File: src/rtl/tile_input_pkg.sv
// Shared constants and one-hot helpers for the tile-matching game input front end.
package tile_input_pkg;

    localparam int unsigned NUM_KEYS   = 4;
    localparam int unsigned NUM_TILES  = 10;
    localparam int unsigned TILE_IDX_W = 4;

    localparam int unsigned KEY_QUIT  = 0;
    localparam int unsigned KEY_BEGIN = 1;
    localparam int unsigned KEY_SEL1  = 2;
    localparam int unsigned KEY_SEL2  = 3;

    localparam logic SLOT_FIRST  = 1'b0;
    localparam logic SLOT_SECOND = 1'b1;

    // True when exactly one switch is up.
    function automatic logic sw_onehot(input logic [NUM_TILES-1:0] sw);
        return (sw != '0) && ((sw & (sw - NUM_TILES'(1))) == '0);
    endfunction

    // Position of the set bit; only meaningful when sw_onehot(sw) holds.
    function automatic logic [TILE_IDX_W-1:0] onehot_index(input logic [NUM_TILES-1:0] sw);
        logic [TILE_IDX_W-1:0] idx;
        idx = '0;
        for (int unsigned i = 0; i < NUM_TILES; i++) begin
            if (sw[i]) idx = TILE_IDX_W'(i);
        end
        return idx;
    endfunction

endpackage

File: src/rtl/key_debounce.sv
// Per-key debouncer: accepts a level change after DEBOUNCE_CYCLES consecutive differing
// synced samples and emits a one-cycle press pulse on a stable 1->0 transition.
module key_debounce #(
    parameter int unsigned DEBOUNCE_CYCLES = 1_000_000,
    parameter int unsigned CNT_W           = 20
) (
    input  logic clk,
    input  logic reset,
    input  logic sync_in,
    output logic stable,
    output logic press
);

    logic [CNT_W-1:0] cnt;
    logic             flip_c;

    assign flip_c = (sync_in != stable) && (cnt == CNT_W'(DEBOUNCE_CYCLES - 1));

    always_ff @(posedge clk or posedge reset) begin
        if (reset) begin
            cnt    <= '0;
            stable <= 1'b1;
            press  <= 1'b0;
        end else begin
            press <= flip_c & ~sync_in;
            if (sync_in == stable) begin
                cnt <= '0;
            end else if (flip_c) begin
                cnt    <= '0;
                stable <= sync_in;
            end else begin
                cnt <= cnt + CNT_W'(1);
            end
        end
    end

endmodule

File: src/rtl/tile_input_frontend.sv
// Input front end: synchronizes and debounces the DE1-SoC keys/switches and turns
// presses into game events plus a valid/ready tile-selection holding register.
module tile_input_frontend
    import tile_input_pkg::*;
#(
    parameter int unsigned DEBOUNCE_CYCLES = 1_000_000,
    parameter int unsigned CNT_W           = 20
) (
    input  logic       CLOCK_50,
    input  logic       reset,
    input  logic [3:0] KEY,
    input  logic [9:0] SW,
    output logic       quit_pulse,
    output logic       begin_pulse,
    output logic       sel_valid,
    output logic [3:0] sel_index,
    output logic       sel_slot,
    input  logic       sel_ready,
    output logic       sel_error,
    output logic       sel_drop
);

    logic [NUM_KEYS-1:0]   key_meta, key_sync;
    logic [NUM_TILES-1:0]  sw_meta, sw_sync, sw_snap;
    logic [NUM_KEYS-1:0]   key_stable, key_press, key_evt;

    logic                  quit_n, begin_n, error_n, drop_n, valid_n, slot_n;
    logic [TILE_IDX_W-1:0] index_n;
    logic                  sel_any;

    // sw_snap holds the synced switches as seen on the edge where a key's stable value flips.
    always_ff @(posedge CLOCK_50 or posedge reset) begin
        if (reset) begin
            key_meta <= '1;
            key_sync <= '1;
            sw_meta  <= '0;
            sw_sync  <= '0;
            sw_snap  <= '0;
        end else begin
            key_meta <= KEY;
            key_sync <= key_meta;
            sw_meta  <= SW;
            sw_sync  <= sw_meta;
            sw_snap  <= sw_sync;
        end
    end

    for (genvar k = 0; k < NUM_KEYS; k++) begin : g_key
        key_debounce #(
            .DEBOUNCE_CYCLES(DEBOUNCE_CYCLES),
            .CNT_W          (CNT_W)
        ) u_deb (
            .clk    (CLOCK_50),
            .reset  (reset),
            .sync_in(key_sync[k]),
            .stable (key_stable[k]),
            .press  (key_press[k])
        );
    end

    // A press is only honoured while the debounced level is actually low.
    assign key_evt = key_press & ~key_stable;

    always_comb begin
        quit_n  = key_evt[KEY_QUIT];
        begin_n = key_evt[KEY_BEGIN];
        error_n = 1'b0;
        drop_n  = 1'b0;
        valid_n = sel_valid;
        index_n = sel_index;
        slot_n  = sel_slot;
        sel_any = key_evt[KEY_SEL1] | key_evt[KEY_SEL2];

        if (sel_valid && sel_ready) valid_n = 1'b0;

        if (sel_any) begin
            if (!sw_onehot(sw_snap)) begin
                error_n = 1'b1;
            end else begin
                // KEY_SEL1 wins a tie; the simultaneous second pick is lost.
                if (key_evt[KEY_SEL1] && key_evt[KEY_SEL2]) drop_n = 1'b1;
                if (!sel_valid || sel_ready) begin
                    valid_n = 1'b1;
                    index_n = onehot_index(sw_snap);
                    slot_n  = key_evt[KEY_SEL1] ? SLOT_FIRST : SLOT_SECOND;
                end else begin
                    drop_n = 1'b1;
                end
            end
        end

        // Quit flushes the register and silently discards any same-cycle selection.
        if (quit_n) begin
            valid_n = 1'b0;
            index_n = sel_index;
            slot_n  = sel_slot;
            drop_n  = 1'b0;
        end
    end

    always_ff @(posedge CLOCK_50 or posedge reset) begin
        if (reset) begin
            quit_pulse  <= 1'b0;
            begin_pulse <= 1'b0;
            sel_error   <= 1'b0;
            sel_drop    <= 1'b0;
            sel_valid   <= 1'b0;
            sel_index   <= '0;
            sel_slot    <= 1'b0;
        end else begin
            quit_pulse  <= quit_n;
            begin_pulse <= begin_n;
            sel_error   <= error_n;
            sel_drop    <= drop_n;
            sel_valid   <= valid_n;
            sel_index   <= index_n;
            sel_slot    <= slot_n;
        end
    end

endmodule

File: config.mk
export PLATFORM = sky130hd
export DESIGN_NAME = tile_input_frontend
export DESIGN_NICKNAME = d
export VERILOG_FILES = /design/src/rtl/tile_input_pkg.sv /design/src/rtl/key_debounce.sv /design/src/rtl/tile_input_frontend.sv
export SDC_FILE = /design/constraint.sdc
export NUM_CORES = 1
export LEC_CHECK = 0
export CAP_MARGIN = 10
export CORE_AREA = 2 2 110 112
export CTS_CLUSTER_SIZE = 10
export DETAILED_ROUTE_END_ITERATION = 7
export DIE_AREA = 0 0 112 114
export MAX_ROUTING_LAYER = met4
export PLACE_DENSITY = 0.78
export SYNTH_ARGS = -nofsm -noshare
export SYNTH_HDL_FRONTEND = slang
export SYNTH_SLANG_ARGS = --single-unit
File: constraint.sdc
create_clock -name CLOCK_50 -period 5.4 [get_ports CLOCK_50]
set_input_delay 1.08 -clock CLOCK_50 [delete_from_list [all_inputs] [get_ports CLOCK_50]]
set_output_delay 1.08 -clock CLOCK_50 [all_outputs]
set_load 0.01 [all_outputs]
* Word level (Yosys, flattened, before mapping)
Index checks and enable logic that the tools add are counted.
** Storage, ports and cells
- Register bits :: 136
- Input port bits :: 17
- Output and inout bits :: 10
- Logic and storage cells :: 104
** Cells by class
- $add $sub $neg :: 5
- Eq/ne operators :: 12
- Mux-type cells :: 30
- Bitwise operators :: 17
- Reduce and logical (&&, ||, !) cells :: 16
** Operators by type and width (count)
- 20-bit two-way mux :: 8
- 20-bit by 1-bit adder with 20-bit output, second input constant :: 4
- 20-bit == test, second input constant :: 4
- 4-bit two-way mux :: 8
- 1-bit two-way mux :: 14
- 10-bit bitwise AND :: 1
- 10-bit logical NOT :: 1
- 10-bit nonzero test :: 1
- 10-bit by 1-bit subtractor with 10-bit output, second input constant :: 1
- 1-bit NOT :: 9
- 2-bit AND reduction :: 4
- 1-bit logical AND :: 7
- 1-bit bitwise AND :: 4
- 4-bit bitwise AND :: 1
- 1-bit == test :: 4
- 1-bit inequality test :: 4
- 4-bit NOT :: 1
- 4-bit AND reduction :: 1
- 1-bit logical NOT :: 1
- 1-bit logical OR :: 1
- 1-bit OR :: 1

* Longest topological paths before layout
Gate-level depths: netlist of the first run.
- Word-level depth :: 9
- Gate-level depth with buffers :: 8
- Gate-level depth less buffers :: 6

* Hierarchy
A second synthesis of the first run with hierarchy kept.
** Unflattened totals
- Cell total of the unflattened synthesis :: 536
- Area total of the unflattened synthesis :: 6068.3 sq um
** By module, submodules not included
- key_debounce at g_key[0].u_deb ... :: times used 3, cells an instance 108, area each 1117.3 sq um, seq. area each 551.8 sq um
- tile_input_frontend :: times used 1, cells an instance 105, area each 1589.0 sq um, seq. area each 1211.2 sq um
- key_debounce at g_key[1].u_deb :: times used 1, cells an instance 107, area each 1127.3 sq um, seq. area each 551.8 sq um

* Worst setup path before layout of the first run
OpenSTA, ideal clock, no wires.
- Path kind :: register to register
- From :: register sw_snap[3]
- To :: register sel_index[1]
- Library setup time :: 125 ps
- Data arrival time :: 2062 ps
- Required time :: 5275 ps
- Setup slack :: 3213 ps
- Cell stages (with the launch flop) :: 6
- Buffers on the path :: 0
- Period minus slack after synthesis :: 2187 ps
- Cell sequence :: dfrtp_1 -> or4_4 -> o31a_1 -> o21a_1 -> nor3_2 -> mux2_2
** On the way
- Word-level cells in the longest chain between the ends :: 7
- Elaborated cells between the ends (all ways) :: 13
- Classes of those cells :: add/sub: 1; mux: 7; bitwise: 1; reduce/logical: 4
** Ends and longest elaborated chain
- from (decl) :: RTL line tile_input_frontend.sv:24 : logic [NUM_TILES-1:0] sw_meta, sw_sync, sw_snap;
- from (signal assigned) :: RTL line tile_input_frontend.sv:44 : sw_snap <= sw_sync;
- parallel branches: the longest is 7 deep, another holds 10-bit by 1-bit subtractor with 10-bit output
- to (signal assigned) :: RTL line tile_input_frontend.sv:116 : sel_index <= index_n;
- to (decl) :: RTL line tile_input_frontend.sv:16 : output logic [3:0] sel_index,
Several ways; the timed one is not identified.
A chain may end at the register's enable or synchronous reset.

* Worst setup path in the final report of the first run
- From :: register g_key[1].u_deb.cnt[0]
- To :: register g_key[1].u_deb.cnt[14]
** On the way
- Word-level cells in the longest chain between the ends :: 4
- Elaborated cells between the ends (all ways) :: 5
- Classes of those cells :: add/sub: 1; eq/ne: 1; mux: 2; reduce/logical: 1
** Ends and longest elaborated chain
- from (decl) :: RTL line key_debounce.sv:14 : logic [CNT_W-1:0] cnt;
- from (signal assigned) :: RTL line key_debounce.sv:32 : cnt <= cnt + CNT_W'(1);
- parallel branches: the longest is 2 deep, another holds 20-bit by 1-bit adder with 20-bit output
- 20-bit two-way mux (*) :: RTL line key_debounce.sv:28 : end else if (flip_c) begin
- 20-bit two-way mux (*) :: RTL line key_debounce.sv:26 : if (sync_in == stable) begin
Every way passes the cells marked *.

==> results of run 1 <==
==> where the power goes <==
part	internal (mW)	switching, mW
logic	0.0230	0.0394
registers	1.04	0.0166
clock network	0.704	0.421
total	1.77	0.477
==> cell families (layout without fill, tap and decap cells) <==
group                      count (synthesis)  after routing  share of synthesized area
muxes                                      7              7                    0.01387
and+or+nand+nor                          252            252                     0.2216
xor gates and xnor gates                  76             76                     0.1171
adders and majority gates                  5              5                    0.01056
AOI/OAI and AO/OA                         21             21                    0.02509
buffers and inverters                     15             68                    0.01056
DFF                                      136            136                     0.6012
==> synthesized netlist by cell type, types with 2 or more instances <==
cell type  count
dfrtp_1      124
nor2_1        97
xnor2_1       39
nand2_1       37
xor2_1        37
nand3_1       26
nor3_1        17
nand4_1       15
dfstp_2       12
nor4_1         9
and4_1         8
inv_1          8
and3_1         7
mux2_2         7
a21oi_1        6
or3_1          5
or4_1          5
clkbuf_1       4
ha_1           4
nor3b_1        4
o21ai_0        4
buf_2          3
nor4b_1        3
or2_2          3
a2111o_1       2
and2b_2        2
nand3b_1       2
nor2b_1        2
o21bai_1       2
or3b_2         2
or4_4          2
==> per-stage QoR <==
| step | worst slack [ns] | std cells |
|---|---|---|
| after floorplan | 0.7004 | 512 |
| after global placement | 2.694 | 680 |
| after detailed placement | 2.685 | 680 |
| after CTS | 2.887 | 712 |
| after global routing | 2.706 | 712 |
| final | 2.884 | 712 |
==> sequential cells by signal, summed over array words and instances, names as in the netlist <==
name                flops
g_key.u_deb.cnt        80
sw_meta                10
sw_snap                10
sw_sync                10
g_key.u_deb.press       4
g_key.u_deb.stable      4
key_meta                4
key_sync                4
sel_index               4
begin_pulse             1
quit_pulse              1
sel_drop                1
sel_error               1
sel_slot                1
sel_valid               1
==> routing by layer <==
| metal | track usage | up-vias |
|---|---|---|
| li1 | - | 1824 |
| met1 | 0.2268 | 1962 |
| met2 | 0.3127 | 84 |
| met3 | 0.04251 | 23 |
| met4 | 0.1016 | 0 |
| met5 | - | - |
==> path summary, 6_finish.rpt <==
check / startpoint / to / slack [ns] / cells past startpoint
hold / removal: sw_sync[8]$_DFF_PP0_ / sw_snap[8]$_DFF_PP0_ / 0.35 / 0
min in group asynchronous: reset / sw_meta[2]$_DFF_PP0_ / 1.12 / 2
hold reg to reg: sw_sync[8]$_DFF_PP0_ / sw_snap[8]$_DFF_PP0_ / 0.35 / 0
setup / recovery: g_key[1].u_deb.cnt[0]$_DFF_PP0_ / g_key[1].u_deb.cnt[14]$_DFF_PP0_ / 2.88 / 6
setup reg to reg: g_key[1].u_deb.cnt[0]$_DFF_PP0_ / g_key[1].u_deb.cnt[14]$_DFF_PP0_ / 2.88 / 6
max in group asynchronous: reset / g_key[0].u_deb.cnt[12]$_DFF_PP0_ / 3.23 / 3
==> worst max-delay path: stages, from the launching register on <==
cell     delay (ns)
dfrtp_1        0.40
ha_1           0.20
nand3_1        0.18
or2_2          0.37
or4_1          0.56
nand2_1        0.52
nor2_1         0.13
==> cell type report <==
class                      count  area [sq um]  share of cell area
sequential                   136          3418              0.5104
multi-input combinational    361          2207              0.3295
clock buffer                  21         460.4             0.06875
timing repair buffer          28         275.3             0.04110
tap                          147         183.9             0.02746
clock inverter                11         120.1             0.01793
inverter                       8         32.53            0.004857
==> summary.md, run 1 <==
| Metric | Value |
|---|---|
| Status | completed |
| Vias in the first global route | approximately 4,100 |
| Die Span X | about 110 um |
| DR pass1 iterations | 4 |
| Worst-Margin Slew | 0.6463 ns |
| Yosys reg bits | about 140 |
| GRT Util Overall | 0.1925 |
| Worst Setup End Kind | flop |
| Startpoint Class | flop |
| Worst Path Arrival | between 2 and 3 ns |
| Lkg Pwr | ~2.8 nW |
| Remaining antenna violation count | 0 |
| DR WL/cell | between 15 and 20 um |
| Worst-Skew Late Latency | approximately 0.4 ns |
| DR top layer | met4 |
| Main synth FF type | dfrtp_1 |
| Io pins | 27 |
| Post_cts resized | 0 |
| Routability cong. | approximately 0.85 |
| Mapped Nets | between 500 and 600 |
| Final Net Count | ~570 |
| Drc violations | 0 |
| Routed WL | around 11,000 um |
| Pins Over Slew Limit | 0 |
| IO Port Bufs | 26 |
| Max-cap viol count | 0 |
| Cells after Synth | ~510 |
| First-iteration detailed-routing DRC count | between 150 and 200 |
| Peak VDD IR | roughly 320 uV |
| DP Area | slightly above 6000 sq um |
| Post-synthesis sequential area ratio | 0.6012 |
| P per Cell Area | 335.6 nW/um^2 |
| Final Hold Viols | 0 |
| Global-route wire length before repair | roughly 19,000 um |
| Async set-reset flop share out of synthesis | 1.000 |
| Vias | between 3,000 and 4,000 |
| Synth area leader | dfrtp_1 |
| TritonCTS sink count | between 100 and 150 |
| Met1 WL | 4543 um |
| Maximum clock path buffer count | 2 |
| Setup Crit Path Kind | flop to flop |
| Most common cell after layout, fill and taps aside | dfrtp_1 |
| Rel. slew slack | 0.5681 |
| CTS H-tree depth | 4 |
| Met3 routed WL | 344 um |
| Final Cycle Share | 0.4660 |
| Vias per Instance | 5.468 |
| Layout area overhead | 17.80% |
| Die area | approximately 13,000 sq um |
| Hold_buf cts | 0 |
| Tot Pwr | ~2.2 mW |
| Clk pin slew, worst setup/hold paths | ~0.060 ns |
| Mean Syn Cell Area | 11.10 sq um |
| DP Wirelength | approximately 7000 um |
| Netlist Area Pre-Place | between 5000 and 6000 sq um |
| Initial core utilization | 0.4855 |
| Ys Warns | 0 |
| Initial antenna violation count | 0 |
| Clk_skew | between 0.008 and 0.009 ns |
| Vertical die dimension | 114 um |
| Fmax | slightly below 0.4 GHz |
| Core Region | 11,710 sq um |
| Post-synth top area share | 0.5458 |
| Total CTS buffers | 17 |
| Final Critical Period | 2.516 ns |
| # diodes | 0 |
| RSZ-0062 raised after global routing | false |
| WHS | between 0.3 and 0.4 ns |
| Grt ovf | 0 |
| Final setup fails | 0 |
| Ranking of synthesized cells by area | dfrtp_1 (55%), nor2_1 (6.4%), xnor2_1 (6.0%), xor2_1 (5.7%), dfstp_2 (5.5%) |
| FILL cells | roughly 930 |
| Worst EP required | roughly 5.7 ns |
| Total negative slack | 0 ns |
| WL met2 | 5569 um |
| Critical Path Fanout Max | 19 |
| Layout cells sized above 1 | 0.1115 |
| Largest net degree at the start of global routing | 55 |
| CTS tree | done |
| CTS root buffer | clkbuf_16 |
| EDFF count, synth | 0 |
| Final Core Density | 0.5719 |
| Tightest Hold Check Type | flop to flop |
| Post CTS Setup Buffer Count | 0 |
| Most frequent cells in the layout | dfrtp_1 (124), nor2_1 (97), xnor2_1 (39) |
| Placement row count | 40 |
| Post-synthesis cell type count | 45 |
| Final instance area | ~6700 sq um |
(Power assumes the default switching activity.)
==> run 2, diff against run 1 <==
--- a/config.mk
+++ b/config.mk
@@ -11,7 +11,7 @@
 export DETAILED_ROUTE_END_ITERATION = 7
 export DIE_AREA = 0 0 112 114
 export MAX_ROUTING_LAYER = met4
-export PLACE_DENSITY = 0.78
+export PLACE_DENSITY = 0.81
 export SYNTH_ARGS = -nofsm -noshare
 export SYNTH_HDL_FRONTEND = slang
 export SYNTH_SLANG_ARGS = --single-unit
==> constraint.sdc (replaced) <==
create_clock -name CLOCK_50 -period 2.1 [get_ports CLOCK_50]
set_input_delay 0.42 -clock CLOCK_50 [delete_from_list [all_inputs] [get_ports CLOCK_50]]
set_output_delay 0.42 -clock CLOCK_50 [all_outputs]
set_load 0.01 [all_outputs]
==> run 2 against run 1 <==
Compared with the run above: the flow now finishes with violations (setup timing); worst setup slack lost 3.0 ns; via count shrank 0.54%; critical path depth shrank 1; critical path type unchanged; largest power group unchanged.
==> summary.md, run 2 (synthesis results as in run 1) <==
| Metric | Value |
|---|---|
| Initial core utilization | 0.4855 (unchanged) |
| Final Net Count | 590 (+3.0%) |
| Final Cycle Share | 1.032 (+0.5658) |
| First-iteration detailed-routing DRC count | 314 (+74%) |
| Final worst slack | -0.06679 ns (-2.950 ns) |
| Cell depth of the worst setup path | 5 (-1) |
| Startpoint Class | flop |
| Routed WL | 10,710 um (about the same) |
| Clk pin slew, worst setup/hold paths | 0.06 ns (about the same) |
| Rel. slew slack | 0.6303 (+0.06226) |
| Clock share of power | 0.507 (+0.007) |
| Tightest Hold Check Type | flop to flop |
| Critical Path Fanout Max | 4 (-15) |
| Vertical die dimension | 114 um (unchanged) |
| IO Port Bufs | 26 (unchanged) |
| Grt ovf | 0 (unchanged) |
| Final setup fails | 5 (+5) |
| Area taken by multi-input logic gates | 2247 sq um (+1.8%) |
| Drc violations | 0 (unchanged) |
| Core Region | 11,710 sq um (unchanged) |
| DP Wirelength | 6883 um (-0.28%) |
| Worst-path cell chain | or4_4 -> o31a_1 -> o21a_1 -> or4_4 -> a21oi_2 |
| CP max stage cell | or4_4 |
| DP Area | 6332 sq um (+3.5%) |
| Worst Setup End Kind | flop |
| Final instance area | 6967 sq um (+4.0%) |
| CTS root buffer | clkbuf_16 |
| Placed cells | 697 (+2.5%) |
| Max-cap viol count | 0 (unchanged) |
| CTS H-tree depth | 4 (unchanged) |
| Status | finished, violations left |
| Initial antenna violation count | 0 (unchanged) |
| Remaining antenna violation count | 0 (unchanged) |
| Crit path top cell by count | or4_4 |
| Layout cells sized above 1 | 0.1512 (+0.03970) |
| CP top delay family | simple AND/OR/NAND/NOR gates |
| FILL cells | 957 (+3.2%) |
| Worst EP required | 2.44 ns (-3.23 ns) |
| Internal | 4.692 mW (+160%) |
| Tot Pwr | 5.936 mW (+160%) |
| Peak VDD IR | 713.4 uV (+120%) |
| Flop pwr share | 0.459 (-0.013) |
| GRT Util Overall | 0.1838 (-0.008637) |
| DR pass1 iterations | 4 (unchanged) |
| Placement row count | 40 (unchanged) |
| Layout area overhead | 22.54% |
| Lkg Pwr | 2.941 nW (+4.8%) |
| Post CTS Setup Buffer Count | 0 (unchanged) |
| Layout Cells excl Fill | 729 (+2.4%) |
| P per Cell Area | 852.1 nW/um^2 (+150%) |
| Fmax | 0.4615 GHz (+16%) |
| Sw frac | 0.2096 (-0.002467) |
| Worst-Margin Slew | 0.5495 ns (-0.09689 ns) |
| Final Hold Viols | 0 (unchanged) |
| Hold Crit Depth | 0 (unchanged) |
| Final Core Density | 0.5949 (+0.02297) |
| Global-route wire length before repair | 17,940 um (-4.7%) |
| Worst Path Arrival | 2.51 ns (-0.27 ns) |
| Failing checks | setup timing |
| R2R cell count | 5 (-1) |
| Largest stage delay on the critical path | 0.56 ns (about the same) |
| Most common cell after layout, fill and taps aside | dfrtp_1 |
| Pins Over Slew Limit | 0 (unchanged) |
| Most flops, register | g_key.u_deb.cnt |
| CTS tree | done |
| Buf/Inv on CP | 0 (unchanged) |
| Setup Crit Path Kind | flop to flop |
| Die area | 12,770 sq um (unchanged) |
| Largest net degree at the start of global routing | 75 (+36%) |
| Io pins | 27 (unchanged) |
| Vias in the first global route | 3,874 (-5.4%) |
| Maximum clock path buffer count | 2 (unchanged) |
| Routability cong. | 0.8433 (-0.43%) |
| Logic pwr share | 0.034 (+0.006) |
| Most frequent cells in the layout | dfrtp_1 (124), nor2_1 (97), xnor2_1 (39) |
| Switching power | 1.244 mW (+160%) |
| DR WL/cell | 14.69 um (-2.4%) |
| Vias | 3,872 (-0.54%) |
| Worst-Skew Late Latency | 0.41 ns (about the same) |
| Total negative slack | -0.1636 ns (-0.1636 ns) |
| Final Critical Period | 2.167 ns (-0.3496 ns) |
| Vias per Instance | 5.311 (-2.9%) |
| Hold_buf cts | 0 (unchanged) |
| Max reg flops | 80 (unchanged) |
| TritonCTS sink count | 136 (unchanged) |
| # diodes | 0 (unchanged) |
| Register area | 3418 sq um (unchanged) |
| Clk_skew | 0.007616 ns (-0.0009643 ns) |
| Die Span X | 112 um (unchanged) |
| Total CTS buffers | 17 (unchanged) |
| RSZ-0062 raised after global routing | true |
run 2: changes by cell type in the layout (fill, tap and decap cells not counted), sizes merged:
cell / delta
buf: +17
clkinvlp: +3
inv: -3
clkbuf: -2
bufinv: +1
clkinv: +1
run 2: path summary, 6_finish.rpt:
path | from | to | slack, ns
setup / recovery | sw_snap[3]$_DFF_PP0_ | sel_drop$_DFF_PP0_ | -0.07
hold / removal | sw_sync[5]$_DFF_PP0_ | sw_snap[5]$_DFF_PP0_ | 0.35
setup reg to reg | sw_snap[3]$_DFF_PP0_ | sel_drop$_DFF_PP0_ | -0.07
hold reg to reg | sw_sync[5]$_DFF_PP0_ | sw_snap[5]$_DFF_PP0_ | 0.35
max in group asynchronous | reset | key_meta[0]$_DFF_PP1_ | 1.21
min in group asynchronous | reset | key_meta[2]$_DFF_PP1_ | 0.46
run 2: through the flow:
step | hold slack, ns | setup WS, ns
3_5_place_dp | 0.3378 | -0.07484
6_report | 0.3482 | -0.06679
5_1_grt | 0.3526 | -0.1414
3_3_place_gp | 0.3343 | -0.007503
2_1_floorplan | 0.3312 | -0.003349
4_1_cts | 0.3514 | -0.08570
run 2: layout make-up:
type                            instances  share of cell area
Sequential cell                       136              0.4907
Multi-Input combinational cell        361              0.3226
Timing Repair Buffer                   45             0.06861
Clock buffer                           19             0.06501
Tap cell                              147             0.02640
Clock inverter                         13             0.02191
Inverter                                8            0.004849
run 2: power by group through the flow:
stage                     Combinational (mW)  Sequential [mW]  Clock [mW]
after CTS                              0.208             2.73        3.07
after floorplan                        0.103             2.76           0
after global placement                 0.195             2.77           0
after detailed placement               0.202             2.77           0
final                                  0.202             2.73        3.01
after global routing                   0.227             2.73        3.18
run 2: what timing repair did:
item                       in CTS  in global routing
resized for setup               5                  2
pin swaps                       2                  1
setup endpoints to repair       6                 45
run 2: per-layer routing:
metal  vias to the layer above  GRT usage  wire length [um]
met5                         -          -                 0
met3                         7    0.04782               392
met2                        68     0.3075              5581
met1                      1933     0.2137              4619
li1                       1864          -                 -
met4                         0    0.07480               118
==> run 3, diff against run 2 <==
--- a/config.mk
+++ b/config.mk
@@ -11,7 +11,7 @@
 export DETAILED_ROUTE_END_ITERATION = 7
 export DIE_AREA = 0 0 112 114
 export MAX_ROUTING_LAYER = met4
-export PLACE_DENSITY = 0.81
+export PLACE_DENSITY = 0.78
 export SYNTH_ARGS = -nofsm -noshare
 export SYNTH_HDL_FRONTEND = slang
 export SYNTH_SLANG_ARGS = --single-unit
==> constraint.sdc (replaced) <==
create_clock -name CLOCK_50 -period 2.5 [get_ports CLOCK_50]
set_input_delay 0.5 -clock CLOCK_50 [delete_from_list [all_inputs] [get_ports CLOCK_50]]
set_output_delay 0.5 -clock CLOCK_50 [all_outputs]
set_load 0.01 [all_outputs]
==> run 3 against run 2 <==
Compared with the run above: the run now ends clean; worst setup slack better by 0.25 ns; utilization fell by 1.7 points; first-iteration DRC count decreased by 15%; combinational power down 29%; fmax fell by 6.4%; clock skew down 0.00097 ns; clock-buffer cell count shrank 1; clock power is 19% lower; cell count fell by 1.6%; non-clock buffer count down 12; register-to-register slack gained 0.25 ns; total power down 18%; critical path type unchanged; critical endpoint is now sel_index[3]$_DFFE_PP0P_; highest routed layer unchanged.
==> summary.md, run 3 (synthesis results as in run 1) <==
| Metric | Value |
|---|---|
| Status | completed |
| Total negative slack | 0 ns (+0.1636 ns) |
| Vertical die dimension | 114 um (unchanged) |
| Most frequent cells in the layout | dfrtp_1 (124), nor2_1 (97), xnor2_1 (39) |
| Global-route wire length before repair | 17,470 um (-2.6%) |
| TritonCTS sink count | 136 (unchanged) |
| Die area | 12,770 sq um (unchanged) |
| Placement row count | 40 (unchanged) |
| Flop2flop setup slack | 0.18 ns (+0.25 ns) |
| Drc violations | 0 (unchanged) |
| P per Cell Area | 722.6 nW/um^2 (-15%) |
| Total CTS buffers | 17 (unchanged) |
| Final setup fails | 0 (-5) |
| CTS tree | done |
| Worst EP required | 2.80 ns (+0.36 ns) |
| Routed WL | 9951 um (-7.1%) |
| DR WL/cell | 13.88 um (-5.5%) |
| DR pass1 iterations | 4 (unchanged) |
| Hold_buf cts | 0 (unchanged) |
| Most common cell after layout, fill and taps aside | dfrtp_1 |
| Initial core utilization | 0.4855 (unchanged) |
| Final Cycle Share | 0.9264 (-0.1054) |
| Largest net degree at the start of global routing | 70 (-6.7%) |
| Pins Over Slew Limit | 0 (unchanged) |
| IO Port Bufs | 26 (unchanged) |
| Routability cong. | 0.8154 (-3.3%) |
| Grt ovf | 0 (unchanged) |
| Worst Path Arrival | 2.62 ns (+0.11 ns) |
| Core Region | 11,710 sq um (unchanged) |
| Layout cells sized above 1 | 0.1211 (-0.03015) |
| Final Critical Period | 2.316 ns (+0.1492 ns) |
| Largest stage delay on the critical path | 0.57 ns (about the same) |
| R2R cell count | 5 (unchanged) |
| Worst-Skew Late Latency | 0.42 ns (about the same) |
| Clk pin slew, worst setup/hold paths | 0.06 ns (about the same) |
| Tightest Hold Check Type | flop to flop |
| Setup WS pre-CTS | 0.1959 ns (+0.2708 ns) |
| Worst-path cell chain | or4_4 -> o31a_1 -> o21a_1 -> nor3_2 -> mux2_2 |
| Final Hold Viols | 0 (unchanged) |
| Vias | 3,754 (-3.0%) |
| Critical Path Fanout Max | 5 (+1) |
| WL met2 | 5171 um (-7.3%) |
| Setup Crit Path Kind | flop to flop |
| DP Wirelength | 6503 um (-5.5%) |
| Fmax | 0.4318 GHz (-6.4%) |
| CTS root buffer | clkbuf_16 |
| Post CTS Setup Buffer Count | 0 (unchanged) |
| Remaining antenna violation count | 0 (unchanged) |
| Final Net Count | 578 (-2.0%) |
| Post_cts resized | 0 (-5) |
| CTS H-tree depth | 4 (unchanged) |
| Maximum clock path buffer count | 2 (unchanged) |
| GRT Util Overall | 0.1778 (-0.006054) |
| Vias per Instance | 5.236 (-1.4%) |
| Io pins | 27 (unchanged) |
| DR top layer | met4 |
| Met3 routed WL | 384 um (-2.0%) |
| Most flops, register | g_key.u_deb.cnt |
| # diodes | 0 (unchanged) |
| RSZ-0062 raised after global routing | false |
| Rel. slew slack | 0.5962 (-0.03412) |
| Die Span X | 112 um (unchanged) |
| Vias in the first global route | 3,839 (-0.90%) |
| Worst Setup End Kind | flop |
| Max-cap viol count | 0 (unchanged) |
| Hold Crit Depth | 0 (unchanged) |
| Worst-Margin Slew | 0.6042 ns (+0.05478 ns) |
| Peak VDD IR | 674.1 uV (-5.5%) |
| Final worst slack | 0.1841 ns (+0.2508 ns) |
| Initial antenna violation count | 0 (unchanged) |
| Clk_skew | 0.006641 ns (-0.0009747 ns) |
| FILL cells | 941 (-1.7%) |
| Layout area overhead | 19.04% |
| Max reg flops | 80 (unchanged) |
| Met1 WL | 4237 um (-8.3%) |
| First-iteration detailed-routing DRC count | 266 (-15%) |
| CP max stage cell | or4_4 |
| Startpoint Class | flop |
| Lkg Pwr | 2.834 nW (-3.6%) |
## run 3: worst paths after layout
check / from / end
hold / removal: sw_sync[1]$_DFF_PP0_ / sw_snap[1]$_DFF_PP0_
setup reg to reg: sw_snap[3]$_DFF_PP0_ / sel_index[3]$_DFFE_PP0P_
max in group asynchronous: reset / key_meta[1]$_DFF_PP1_
setup / recovery: sw_snap[3]$_DFF_PP0_ / sel_index[3]$_DFFE_PP0P_
hold reg to reg: sw_sync[1]$_DFF_PP0_ / sw_snap[1]$_DFF_PP0_
min in group asynchronous: reset / g_key[3].u_deb.cnt[11]$_DFF_PP0_
## run 3: critical path, delay by kind of cell (launching register included)
family / cells / cell delay (ns)
compound gates: 2 / 0.48
simple gates: 2 / 0.92
mux: 1 / 0.38
flops: 1 / 0.42
## run 3: through the flow
step | hold WS (ns) | instance area, sq um | total power, mW | util | instances
floorplan | 0.3312 | 5689 | 2.404 | - | 512
finish | 0.3414 | 6768 | 4.890 | 0.5779 | 717
global route | 0.3498 | 6768 | 5.062 | 0.5779 | 717
global placement | 0.3333 | 6181 | 2.467 | 0.5278 | 685
detailed placement | 0.3347 | 6181 | 2.476 | 0.5278 | 685
CTS | 0.3441 | 6768 | 4.941 | 0.5779 | 717
## run 3: cell type report
cell class	instances	area, sq um	area share
Clock inverter	14	157.7	0.02329
Multi-Input combinational cell	361	2207	0.3261
Clock buffer	18	429.2	0.06341
Inverter	8	33.78	0.004992
Sequential cell	136	3418	0.5051
Tap cell	147	183.9	0.02718
Timing Repair Buffer	33	337.8	0.04992
## run 3: power breakdown
group	internal (mW)	leakage, nW	switching (mW)
Sequential	2.26	1.78	0.0358
Combinational	0.0592	0.766	0.0848
Clock	1.55	0.289	0.902
## run 3: routing by layer
metal  vias to the layer above  track usage
li1                       1833            -
met4                         0      0.07073
met2                        52       0.2937
met3                        12      0.05739
met5                         -            -
met1                      1857       0.2030
